**src/rtl/pipe_stage_reg.sv**
```systemverilog
// Two-entry skid-buffered pipeline stage: out_data comes straight from a register,
// in_ready and out_valid decode from registered state only, so no combinational path crosses the stage.
module pipe_stage_reg #(
   parameter int PAY_W       = 106,
   parameter int ZERO_BUBBLE = 1,
   parameter int CNT_W       = 16
) (
   input  logic             clk,
   input  logic             reset,
   input  logic             flush,
   input  logic             in_valid,
   input  logic [PAY_W-1:0] in_data,
   output logic             in_ready,
   output logic             out_valid,
   output logic [PAY_W-1:0] out_data,
   input  logic             out_ready,
   output logic [1:0]       occupancy,
   output logic [CNT_W-1:0] stall_cnt
);

   typedef enum logic [1:0] {
      EMPTY = 2'd0,
      ONE   = 2'd1,
      TWO   = 2'd2
   } stateT;

   stateT            state;
   logic [PAY_W-1:0] mainReg;
   logic [PAY_W-1:0] skidReg;
   logic [CNT_W-1:0] stallCnt;
   logic             accept;
   logic             pop;
   logic             zeroOnEmpty;

   assign zeroOnEmpty = (ZERO_BUBBLE != 0);

   assign out_valid = (state != EMPTY);
   assign in_ready  = (state != TWO);
   assign occupancy = state;
   assign out_data  = mainReg;
   assign stall_cnt = stallCnt;

   assign accept = in_valid & in_ready;
   assign pop    = out_valid & out_ready;

   // NOTE: sequential state uses non-blocking (<=) so every register samples pre-edge values.
   // NOTE: the payload registers are only two words, so they are cleared by reset like the state;
   // no large memory is involved here.
   always_ff @(posedge clk or posedge reset) begin
      if (reset) begin
         state   <= EMPTY;
         mainReg <= '0;
         skidReg <= '0;
      end else if (flush) begin
         // Flush beats any same-cycle accept or pop; the offered word is dropped.
         state <= EMPTY;
         if (zeroOnEmpty) begin
            mainReg <= '0;
            skidReg <= '0;
         end
      end else begin
         unique case (state)
            EMPTY: begin
               if (accept) begin
                  mainReg <= in_data;
                  state   <= ONE;
               end
            end
            ONE: begin
               if (accept && pop) begin
                  mainReg <= in_data;
               end else if (accept) begin
                  skidReg <= in_data;
                  state   <= TWO;
               end else if (pop) begin
                  state <= EMPTY;
                  if (zeroOnEmpty) begin
                     mainReg <= '0;
                     skidReg <= '0;
                  end
               end
            end
            TWO: begin
               // in_ready is low here, so in_data is never looked at.
               if (pop) begin
                  mainReg <= skidReg;
                  state   <= ONE;
               end
            end
            default: state <= EMPTY;
         endcase
      end
   end

   // Saturating stall counter; only reset clears it, flush leaves it alone.
   always_ff @(posedge clk or posedge reset) begin
      if (reset) begin
         stallCnt <= '0;
      end else if (out_valid && !out_ready && (stallCnt != '1)) begin
         stallCnt <= stallCnt + 1'b1;
      end
   end

endmodule

```
**config.mk**
```make
export PLATFORM = sky130hd
export DESIGN_NAME = pipe_stage_reg
export DESIGN_NICKNAME = d
export VERILOG_FILES = /design/src/rtl/pipe_stage_reg.sv
export SDC_FILE = /design/constraint.sdc
export NUM_CORES = 1
export LEC_CHECK = 0
export ABC_AREA = 1
export BUFFER_PORTS_ARGS = -buffer_cell sky130_fd_sc_hd__buf_4
export CAP_MARGIN = 15
export CORE_ASPECT_RATIO = 0.8
export CORE_MARGIN = 1
export CORE_UTILIZATION = 55
export CTS_BUF_LIST = sky130_fd_sc_hd__clkbuf_4 sky130_fd_sc_hd__clkbuf_8
export DETAILED_ROUTE_END_ITERATION = 10
export PLACE_DENSITY = 0.81
export SETUP_SLACK_MARGIN = 0.3
export SLEW_MARGIN = 5
export SYNTH_ARGS = -nofsm -noshare
export SYNTH_HDL_FRONTEND = slang
export SYNTH_SLANG_ARGS = --single-unit
```
**constraint.sdc**
```tcl
create_clock -name clk -period 12.7 [get_ports clk]
set_input_delay 0.635 -clock clk [delete_from_list [all_inputs] [get_ports clk]]
set_output_delay 0.635 -clock clk [all_outputs]
set_load 0.03 [all_outputs]
```
======== Yosys cells after proc, flatten, opt, wreduce, memory -nomap -nowiden ========
Cells that the tools add are included.
word-level totals
  bits in registers ....................... 230
  latch bits .............................. 0
  RAM bits ................................ 0
  ROM bits ................................ 0
  input port bits ......................... 111
  output and inout bits ................... 126
  memories kept ........................... 0
cells by class
  add/sub/neg operators ................... 1
  multipliers ............................. 0
  div/mod/pow operators ................... 0
  $lt $le $gt $ge ......................... 0
  equality and inequality tests ........... 11
  shift operators ......................... 0
  multiplexer cells ....................... 18
  bitwise gates (word level) .............. 2
  reductions and logical operators ........ 12
operator list
  cell                     count
  $mux W106                10
  $pmux W106 S3            1
  $add A16 B1 Y16 const B  1
  $ne A16 B16 Y1 const B   1
  $mux W2                  6
  $ne A4 B4 Y1 const B     3
  $ne A3 B3 Y1 const B     3
  $pmux W2 S3              1
  $reduce_and A5 Y1        1
  $ne A2 B2 Y1 const B     2
  $reduce_and A4 Y1        1
  $reduce_bool A2 Y1       2
  $reduce_bool A4 Y1       1
  $logic_and A1 B1 Y1      3
  $reduce_and A3 Y1        1
  $reduce_bool A3 Y1       1
  $and A1 B1 Y1            2
  $eq A2 B1 Y1 const B     1
  $eq A2 B2 Y1 const B     1
  $logic_not A2 Y1         1
  $logic_not A1 Y1         1

======== Logic depth before layout (Yosys ltp) ========
Gate-level depths: netlist of the first run.
  depth in word-level cells ............... 7
  gate-level depth with buffers ........... 13
  mapped depth without buffers ............ 11

======== Worst setup path before layout of the first run ========
No wires, ideal clock.
  path type ............................... register to register
  start ................................... register state[0], in the netlist occupancy[0]
  end ..................................... register skidReg[51]
  setup time .............................. 65 ps
  arrival ................................. 2149 ps
  required time ........................... 12635 ps
  setup slack ............................. 10486 ps
  stages on the path, launching flop included .. 12
  path buffers ............................ 2
  clock period less this slack ............ 2214 ps
  cell sequence ........................... dfrtp_1 inv_1 ha_1 inv_2 nand2_1 nor2_1 nor2_1 a21oi_2 buf_2 buf_2 nand2_1 nand2_1
RTL lines
  item                           line  source
  start: declaration             27    stateT state;
  start signal: assignment       51    state <= EMPTY;
  start signal: assignment       56    state <= EMPTY;
  start signal: assignment       66    state <= ONE;
  $reduce_bool A2 Y1 *           37    assign out_valid = (state != EMPTY);
  via out_valid                  14    output logic out_valid,
  $and A1 B1 Y1 *                44    assign pop = out_valid & out_ready;
  $logic_and A1 B1 Y1            70    if (accept && pop) begin
  $ne A2 B2 Y1 (no line)         -
  $reduce_and A3 Y1 (no line) *  -
  end signal: assignment         73    skidReg <= in_data;
  end: declaration               29    logic [PAY_W-1:0] skidReg;
The timed path passes the listed nets; every way through them passes the cells marked *. The select of a mux whose other input is x is not followed.
A chain may end at the register's enable or synchronous reset.

======== Final worst setup path of the first run ========
  start ................................... register state[0], in the netlist occupancy[0]
  end ..................................... register skidReg[87]
on the way
  longest elaborated chain between the ends .. 6
RTL lines
  item           line  source
  $ne A2 B2 Y1   38    assign in_ready = (state != TWO);
  $and A1 B1 Y1  43    assign accept = in_valid & in_ready;
  $mux W106      72    end else if (accept) begin
  $mux W106      70
  $mux W106      62    unique case (state)
  $mux W106      54    end else if (flush) begin
Several ways; a longest one is shown, not always the timed one. The select of a mux whose other input is x is not followed.

==> flow_summary.json, run 1 <==
{
  "clk_latency_ps": 510,
  "initial_core_util": 0.569,
  "drc_errors": 0,
  "whs_ps": 311,
  "post-synth-top-count-cell": "nand2_1",
  "fin_tns_setup_ps": 0,
  "ant_nets": 0,
  "arrival_ps": 3740,
  "synthArstFlopShare": 1.00,
  "rows": 44,
  "max_slew_margin": 0.233,
  "max_cap_violations": 0,
  "cts_setup_buffers": 0,
  "leakage_nw": 7.77,
  "fp.dieW_um": 156,
  "cts_buffers": 37,
  "core-area_um2": 18300,
  "htreeDepth": 2,
  "synth-seq-area-share": 0.552,
  "slowest_stage": "nor2_4",
  "powerDensity_nw_per_um2": 227,
  "synth_ff_type": "dfrtp_1",
  "timing.critical_path.buf_inv": 3,
  "period_needed_ps": 3290,
  "setup_slack_ps": 9410,
  "fin_cells": 1918,
  "worstSetupPathType": "reg -> reg",
  "syn_nets": 1542,
  "clockRootBuffer": "clkbuf_8",
  "fmax_ghz": 0.304,
  "cts_resized": 0,
  "ys_ff_latch": 230,
  "cts_buffer_depth": 3,
  "synth_cell_type_count": 18,
  "hp-class": "in -> async",
  "num_vias": 9453,
  "synth_edf_count": 0,
  "p_seq_frac": 0.355,
  "syn2layout_area_growth_pct": 25.9,
  "ys_warn_count": 0,
  "cts_tree": "yes",
  "grt_overflow": 0,
  "worst_pin_slew_ps": 1150,
  "critPathMaxFanout": 69,
  "wl_per_cell_um": 13.8,
  "avgViaCountPerCell": 4.93,
  "final_nets": 1759,
  "grt_pass1_wl_um": 43500,
  "switching_share": 0.428,
  "dp_hpwl_um": 15700,
  "finalPower_mw": 2.98,
  "grt_max_degree": 147,
  "firstDrtPassIters": 6,
  "dieArea_um2": 19500,
  "cp_slowest_stage_delay_ps": 750,
  "crit_family": "simple AND/OR/NAND/NOR gates",
  "yosys.area.top_type": "dfrtp_1",
  "cp_cell_sequence": "inv_1, ha_1, inv_2, nand2_1, nor2_1, nor2_1, nand2_1, nor2_4, buf_4, nand2_1, nand2_1",
  "wirelength_um": 26500,
  "finalSetupViolCount": 0,
  "portBuffers": 236,
  "worstPathRequired_ps": 13140,
  "grt_pass1_vias": 8771,
  "intPower_mw": 1.70,
  "synth_top_area_frac": 0.552,
  "dieHeight_um": 125,
  "fin_worst_skew_ps": 18.8,
  "synth_area_um2": 10400,
  "finalCritPeriodShare": 0.259,
  "dp_cells": 1855,
  "pin_count": 237,
  "grt.total_usage": 0.275,
  "postSynthCellCount": 1426,
  "start_kind": "register",
  "synth_commonest_cells": "nand2_1, dfrtp_1, clkbuf_1",
  "maxSlewViolCount": 0,
  "syn_avg_cell_area_um2": 7.31,
  "place.gp.congestion": 0.949,
  "ir_worst_vdd_v": 0.000136,
  "crit_top_cell": "nand2_1",
  "synth.area.top_cells": "dfrtp_1, nand2_1, clkbuf_1, buf_2, nor2_1",
  "endpoint_kind": "register",
  "finalHoldViolCount": 0,
  "antenna_found_initial": 0,
  "combPwrFrac": 0.424,
  "drive_gt1_frac": 0.192,
  "status": "finished clean",
  "cts_sinks": 230,
  "n_antenna_cell": 0,
  "switchingPower_mw": 1.28,
  "clkPwrFrac": 0.221,
  "rsz0062_at_grt": "false",
  "hold_buffers": 0,
  "clk_pin_slew_worst_paths_ps": 60,
  "drt-initial-drc-count": 894,
  "pre_cts_ws_ps": 9490
}
## registers in the layout, summed over array words and instances (netlist names)
signal     flops
occupancy      2
skidReg      106
stall_cnt     16
out_data     106
## power groups by stage
stage | Combinational [mW] | Sequential (mW) | Clock [mW]
detailed placement | 1.26 | 1.06 | 0
global placement | 1.24 | 1.06 | 0
finish | 1.26 | 1.06 | 0.659
global route | 1.37 | 1.08 | 0.704
floorplan | 0.483 | 1.37 | 0
CTS | 1.26 | 1.06 | 0.670
## path summary, 6_finish.rpt
path                       slack, ps         start  cells past startpoint           end
setup / recovery                9410  occupancy[0]                     11   skidReg[87]
hold / removal                   310         reset                      2  out_data[15]
setup reg to reg                9410  occupancy[0]                     11   skidReg[87]
hold reg to reg                  470   skidReg[14]                      2   skidReg[14]
max in group asynchronous      11140         reset                      4  out_data[29]
min in group clk                 330   in_data[41]                      3   skidReg[41]
## cell families (layout without fill, tap and decap cells)
logic type | count (synthesis) | in the layout | synth area share
and+or+nand+nor | 1088 | 1088 | 0.396
AOI/OAI and AO/OA | 8 | 8 | 0.00456
xor gates and xnor gates | 7 | 7 | 0.00588
buffers and inverters | 88 | 327 | 0.0359
DFF | 230 | 230 | 0.552
adders and majority gates | 5 | 5 | 0.00600
## cell usage in the layout (no fill, tap or decap), drive strengths merged, types with 5 or more instances in the layout
master,n
xnor2,6
o21ai,7
inv,19
nand4,7
nand3,12
nand2,1046
ha,5
dfrtp,230
buf,246
nor2,22
clkbuf,60
## worst register-to-register path: cells and delay by family, from the launching register on
family	cells	cell delay [ps]
adder cells (fa/ha/maj)	1	210
flip-flops	1	400
buffers and inverters	3	940
AND/OR/NAND/NOR	7	1680
## per-stage QoR
stage | cell area [µm²] | utilization
2_1_floorplan | 10400 | -
4_1_cts | 13100 | 0.714
6_report | 13100 | 0.716
5_1_grt | 13100 | 0.716
3_5_place_dp | 12300 | 0.672
3_3_place_gp | 12300 | 0.672
## layer usage
layer | vias to the layer above | part of all wire | track usage
met3 | 56 | 0.072 | 0.0530
met5 | - | 0 | 0
li1 | 4708 | - | -
met2 | 334 | 0.45 | 0.422
met1 | 4355 | 0.45 | 0.391
met4 | 0 | 0.026 | 0.0998
## area by class of cell
class,count,area (µm²)
sequential,230,5760
fill,1457,5200
multi-input combinational,1108,4340
timing repair buffer,246,1880
clock buffer,60,726
tap,253,317
inverter,20,83.8
clock inverter,1,30.0
Power figures use the tool's default switching activity.
==> run 2, diff against run 1 <==
--- a/config.mk
+++ b/config.mk
@@ -10,10 +10,10 @@
 export CAP_MARGIN = 15
 export CORE_ASPECT_RATIO = 0.8
 export CORE_MARGIN = 1
-export CORE_UTILIZATION = 55
+export CORE_UTILIZATION = 51
 export CTS_BUF_LIST = sky130_fd_sc_hd__clkbuf_4 sky130_fd_sc_hd__clkbuf_8
 export DETAILED_ROUTE_END_ITERATION = 10
-export PLACE_DENSITY = 0.81
+export PLACE_DENSITY = 0.79
 export SETUP_SLACK_MARGIN = 0.3
 export SLEW_MARGIN = 5
 export SYNTH_ARGS = -nofsm -noshare
==> constraint.sdc (replaced) <==
create_clock -name clk -period 2.7 [get_ports clk]
set_input_delay 0.135 -clock clk [delete_from_list [all_inputs] [get_ports clk]]
set_output_delay 0.135 -clock clk [all_outputs]
set_load 0.03 [all_outputs]
==> run 2 against run 1 <==
Power increased to 4.8 times the previous value. Sequential share of layout area decreased by 3.9 points. Critical endpoint is now skidReg[39]. Final cell count rose by 6.9%. Largest cell class unchanged. Largest power group unchanged.
==> flow_summary.json, run 2 (synthesis results as in run 1) <==
{
  "worstPathRequired_ps": 3160,
  "cts_sinks": 230,
  "grt_max_degree": 96,
  "worstSetupStartpoint": "occupancy[0]",
  "critPathMaxFanout": 75,
  "rows": 46,
  "place_area_um2": 12500,
  "fin_worst_skew_ps": 8.46,
  "start_kind": "register",
  "finalCritPeriodShare": 0.829,
  "core-area_um2": 19900,
  "avgViaCountPerCell": 4.98,
  "whs_ps": 25.1,
  "max_slew_margin": 0.620,
  "r2r_start": "occupancy[0]",
  "cts_buffer_depth": 3,
  "grt_overflow": 0,
  "finalSetupViolCount": 0,
  "clk_pin_slew_worst_paths_ps": 70,
  "worst_pin_slew_ps": 570,
  "fp.dieW_um": 162,
  "r2r_slack_ps": 460,
  "ir_worst_vdd_v": 0.000657,
  "layout_common_cells": "nand2_1, buf_4, dfrtp_1",
  "pin_count": 237,
  "cts_buffers": 38,
  "drc_errors": 0,
  "num_vias": 10200,
  "rsz0062_at_grt": "true",
  "firstDrtPassIters": 5,
  "grt.total_usage": 0.277,
  "wl_per_cell_um": 14.2,
  "dieArea_um2": 21000,
  "htreeDepth": 2,
  "portBuffers": 236,
  "clk_latency_ps": 520,
  "syn2layout_area_growth_pct": 38.1,
  "ant_nets": 0,
  "max_cap_violations": 0,
  "post-route-cell-area_um2": 14400,
  "dieHeight_um": 130,
  "status": "finished clean",
  "final_nets": 1877,
  "drive_gt1_frac": 0.187,
  "grt_pass1_wl_um": 46900,
  "hp-class": "in -> reg",
  "drt-initial-drc-count": 749,
  "dp_hpwl_um": 17200,
  "initial_core_util": 0.524,
  "endpoint_kind": "register",
  "leakage_nw": 8.29,
  "cts_tree": "yes",
  "worstSetupPathType": "reg -> reg",
  "min-delay-start": "flush",
  "final_common_cell": "nand2_1",
  "fmax_ghz": 0.447,
  "arrival_ps": 2690,
  "cts_setup_buffers": 0,
  "wirelength_um": 29100,
  "clockRootBuffer": "clkbuf_8",
  "antenna_found_initial": 1,
  "finalHoldViolCount": 0,
  "period_needed_ps": 2240,
  "maxSlewViolCount": 0,
  "place.gp.congestion": 0.839,
  "grt_pass1_vias": 9589,
  "powerDensity_nw_per_um2": 999
}
run 2: cell types whose count changed in the layout (fill, tap and decap cells not counted), sizes merged, moves of 2 or more:
| cell | delta |
|---|---|
| inv | +2 |
| clkinvlp | +3 |
| clkbuf | -2 |
| dlygate4sd3 | +107 |
| buf | +9 |
run 2: critical path, stage by stage, from the launching register on:
cell,delay [ps]
dfrtp_1,410
inv_1,130
ha_1,190
inv_2,60
nand2_1,150
nor2_2,90
nor2_1,250
nand2_1,170
nor2_4,150
buf_12,340
nand2_1,130
nand2_1,100
run 2: final cells by class:
type,instances,area (µm²)
Clock buffer,58,723
Fill cell,1487,5510
Multi-Input combinational cell,1109,4360
Antenna cell,1,2.50
Inverter,20,81.3
Tap cell,264,330
Sequential cell,230,5760
Timing Repair Buffer,362,3110
Clock inverter,6,42.5
run 2: metal layers:
| layer | vias to the layer above | part of all wire | GRT usage |
|---|---|---|---|
| met1 | 4709 | 0.43 | 0.375 |
| met4 | 0 | 0.029 | 0.111 |
| met3 | 66 | 0.076 | 0.0490 |
| li1 | 4955 | - | - |
| met2 | 475 | 0.46 | 0.446 |
| met5 | - | 0 | 0 |
run 2: power by group:
part / internal, mW / switching [mW] / total (mW) / leakage, nW
clock network: 1.71 / 1.37 / 3.09 / 0.403
registers: 4.38 / 0.644 / 5.02 / 3.12
logic: 2.06 / 4.22 / 6.28 / 4.76
total: 8.14 / 6.24 / 14.4 / 8.29
run 2: metrics by stage:
step	utilization	setup slack, ps	TNS [ps]	total power [mW]	instances
floorplan	-	-443	-101880	8.73	1426
global placement	0.629	570	0	11.0	1877
detailed placement	0.629	424	0	11.1	1877
CTS	0.721	396	0	14.3	2048
global route	0.723	287	0	15.2	2050
finish	0.723	461	0	14.4	2050
run 2: final timing paths:
path,cells past startpoint,to
setup / recovery,11,skidReg[39]
hold reg to reg,2,skidReg[19]
hold / removal,4,occupancy[0]
min in group asynchronous,3,skidReg[59]
max in group asynchronous,5,out_data[9]
setup reg to reg,11,skidReg[39]
run 2: what timing repair did:
action	CTS	global route
setup endpoints to repair	0	92
hold endpoints to repair	285	0
hold buffers	107	0
resized for setup	0	6
==> run 3, diff against run 2 <==
--- a/config.mk
+++ b/config.mk
@@ -5,15 +5,15 @@
 export SDC_FILE = /design/constraint.sdc
 export NUM_CORES = 1
 export LEC_CHECK = 0
-export ABC_AREA = 1
+export ABC_AREA = 0
 export BUFFER_PORTS_ARGS = -buffer_cell sky130_fd_sc_hd__buf_4
 export CAP_MARGIN = 15
 export CORE_ASPECT_RATIO = 0.8
 export CORE_MARGIN = 1
-export CORE_UTILIZATION = 51
+export CORE_UTILIZATION = 50
 export CTS_BUF_LIST = sky130_fd_sc_hd__clkbuf_4 sky130_fd_sc_hd__clkbuf_8
 export DETAILED_ROUTE_END_ITERATION = 10
-export PLACE_DENSITY = 0.79
+export PLACE_DENSITY = 0.78
 export SETUP_SLACK_MARGIN = 0.3
 export SLEW_MARGIN = 5
 export SYNTH_ARGS = -nofsm -noshare
==> constraint.sdc (replaced) <==
create_clock -name clk -period 1.9 [get_ports clk]
set_input_delay 0.095 -clock clk [delete_from_list [all_inputs] [get_ports clk]]
set_output_delay 0.095 -clock clk [all_outputs]
set_load 0.03 [all_outputs]
==> run 3 against run 2 <==
The flow now finishes with violations (hold timing, setup timing). First-iteration DRC count rose by 41%. Worst setup slack worse by 490 ps. Critical path depth fell by 4. Utilization rose by 4.0 points. Sequential power increased by 43%. Combinational power grew 96%. Clock power is 45% higher. Critical path type unchanged. Critical endpoint is now out_data[32].
==> flow_summary.json, run 3 <==
{
  "register_area_um2": 5760,
  "synth_top_area_frac": 0.568,
  "cts_tree": "yes",
  "cp_cell_sequence": "buf_4, ha_4, and3b_2, o211ai_4, nand2b_4, buf_12, a221oi_1",
  "period_needed_ps": 1930,
  "portBuffers": 236,
  "clockRootBuffer": "clkbuf_8",
  "clk_pin_slew_worst_paths_ps": 60,
  "setup_slack_ps": -33.7,
  "dp_hpwl_um": 17900,
  "wirelength_um": 34200,
  "synth.area.top_cells": "dfrtp_1, a22o_1, a22oi_1, a221oi_2, a221oi_1",
  "dieArea_um2": 20900,
  "crit_family": "compound AO/OA/AOI/OAI gates",
  "post-route-cell-area_um2": 15200,
  "cts_buffers": 38,
  "powerDensity_nw_per_um2": 1580,
  "multiInputGateArea_um2": 4330,
  "synth-seq-area-share": 0.568,
  "synth_edf_count": 0,
  "worstHoldPathCells": 4,
  "fp.dieW_um": 161,
  "max_slew_margin": 0.212,
  "cts_buffer_depth": 3,
  "synthArstFlopShare": 1.00,
  "finalSetupViolCount": 10,
  "whs_ps": -1.52,
  "grt_max_degree": 84,
  "synth_cell_type_count": 42,
  "finalHoldViolCount": 1,
  "rr_worst_depth": 7,
  "post-synth-top-count-cell": "dfrtp_1",
  "finalCritPeriodShare": 1.02,
  "ant_nets": 0,
  "ir_worst_vdd_v": 0.00113,
  "pin_count": 237,
  "avgViaCountPerCell": 6.39,
  "slowest_stage": "dfrtp_1",
  "fmax_ghz": 0.517,
  "drive_gt1_frac": 0.394,
  "yosys.area.top_type": "dfrtp_1",
  "critPathMaxFanout": 34,
  "htreeDepth": 2,
  "synth_commonest_cells": "dfrtp_1, nor2_1, a22o_1, a22oi_1, a221oi_1",
  "grt.total_usage": 0.305,
  "synth_area_um2": 10100,
  "max_cap_violations": 0,
  "maxSlewViolCount": 0,
  "cp.depth": 7,
  "syn2layout_area_growth_pct": 49.5,
  "rows": 46,
  "fill_cells": 1232,
  "arrival_ps": 2330,
  "timing.critical_path.buf_inv": 2,
  "rsz0062_at_grt": "true",
  "firstDrtPassIters": 5,
  "hp-class": "in -> reg",
  "clk_latency_ps": 520,
  "worstSetupPathType": "reg -> reg",
  "dieHeight_um": 129,
  "final_common_cell": "buf_4",
  "syn_avg_cell_area_um2": 12.1,
  "endpoint_kind": "register",
  "drt-initial-drc-count": 1055,
  "antenna_found_initial": 2,
  "final_nets": 1312,
  "worstPathRequired_ps": 2300,
  "worst_pin_slew_ps": 1180,
  "ys_ff_latch": 230,
  "violations": "hold timing, setup timing",
  "place_area_um2": 12500,
  "drc_errors": 0,
  "fin_worst_skew_ps": 12.9,
  "place.gp.congestion": 0.820,
  "core-area_um2": 19900,
  "syn_nets": 954,
  "wl_per_cell_um": 23.1,
  "cp_slowest_stage_delay_ps": 390,
  "start_kind": "register",
  "num_vias": 9472,
  "grt_pass1_vias": 9144,
  "synth_ff_type": "dfrtp_1",
  "ys_warn_count": 0,
  "grt_overflow": 0,
  "grt_pass1_wl_um": 50100,
  "initial_core_util": 0.511,
  "status": "complete, but fails checks",
  "postSynthCellCount": 838,
  "leakage_nw": 6.99,
  "layout_common_cells": "buf_4, dfrtp_1, nor2_1",
  "cts_sinks": 230
}
-- run 3: logic make-up (layout without fill, tap and decap cells) --
group / Yosys count / in the layout / share of synthesized area
compound gates: 330 / 330 / 0.296
xor+xnor: 13 / 13 / 0.0112
fa+ha+maj: 5 / 5 / 0.00617
buf+inv: 102 / 481 / 0.0474
flops: 230 / 230 / 0.568
mux: 3 / 3 / 0.00321
other cells: 0 / 2 / 0
simple gates: 155 / 155 / 0.0685
-- run 3: worst paths after layout --
path,from,end,slack [ps]
min in group asynchronous,reset,out_data[68],320
worst max register to register,occupancy[1],out_data[32],-30
worst max-delay path,occupancy[1],out_data[32],-30
worst min-delay path,out_ready,stall_cnt[8],-2
worst min register to register,skidReg[14],skidReg[14],510
max in group asynchronous,reset,skidReg[75],1180
-- run 3: timing repair --
item | CTS | global route
hold buffers | 108 | 0
setup buffers | 3 | 6
endpoints found under the setup margin | 232 | 232
gates cloned | 3 | 9
gates resized for setup | 26 | 54
pin swaps | 1 | 13
endpoints found under the hold margin | 393 | 0
-- run 3: tightest hold or removal path: stages --
cell      delay (ps)
buf_4            130
nor2_4            70
o211ai_1         100
xnor2_1           70
-- run 3: power by group --
part | total [mW] | internal [mW] | switching, mW
clock | 4.47 | 2.56 | 1.91
combinational | 12.3 | 4.99 | 7.27
sequential | 7.19 | 6.25 | 0.942
total | 23.9 | 13.8 | 10.1
-- run 3: final cells by class --
| cell class | count | area share |
|---|---|---|
| antenna | 2 | 0.000330 |
| tap | 264 | 0.0218 |
| clock buffer | 58 | 0.0481 |
| multi-input combinational | 506 | 0.285 |
| timing repair buffer | 411 | 0.259 |
| clock inverter | 3 | 0.00281 |
| sequential | 230 | 0.380 |
| inverter | 9 | 0.00248 |
-- run 3: metal layers --
layer,track usage,routed length [µm],part of all wire,up-vias
met3,0.0666,2990,0.087,83
met5,0,0,0,-
met1,0.426,14300,0.42,4835
li1,-,-,-,4000
met4,0.105,897,0.026,0
met2,0.477,16100,0.47,554
-- run 3: through the flow --
stage                     setup slack, ps  instances  setup TNS [ps]   util  power (mW)
after global routing                 -125       1483          -10760  0.763        25.0
after CTS                            16.1       1466               0  0.736        22.6
after floorplan                     -1200        838         -330590      -        13.6
final                               -33.7       1483            -129  0.763        23.9
after detailed placement             -132       1291           -4460  0.631        17.6
after global placement              -15.6       1291           -26.7  0.631        17.4
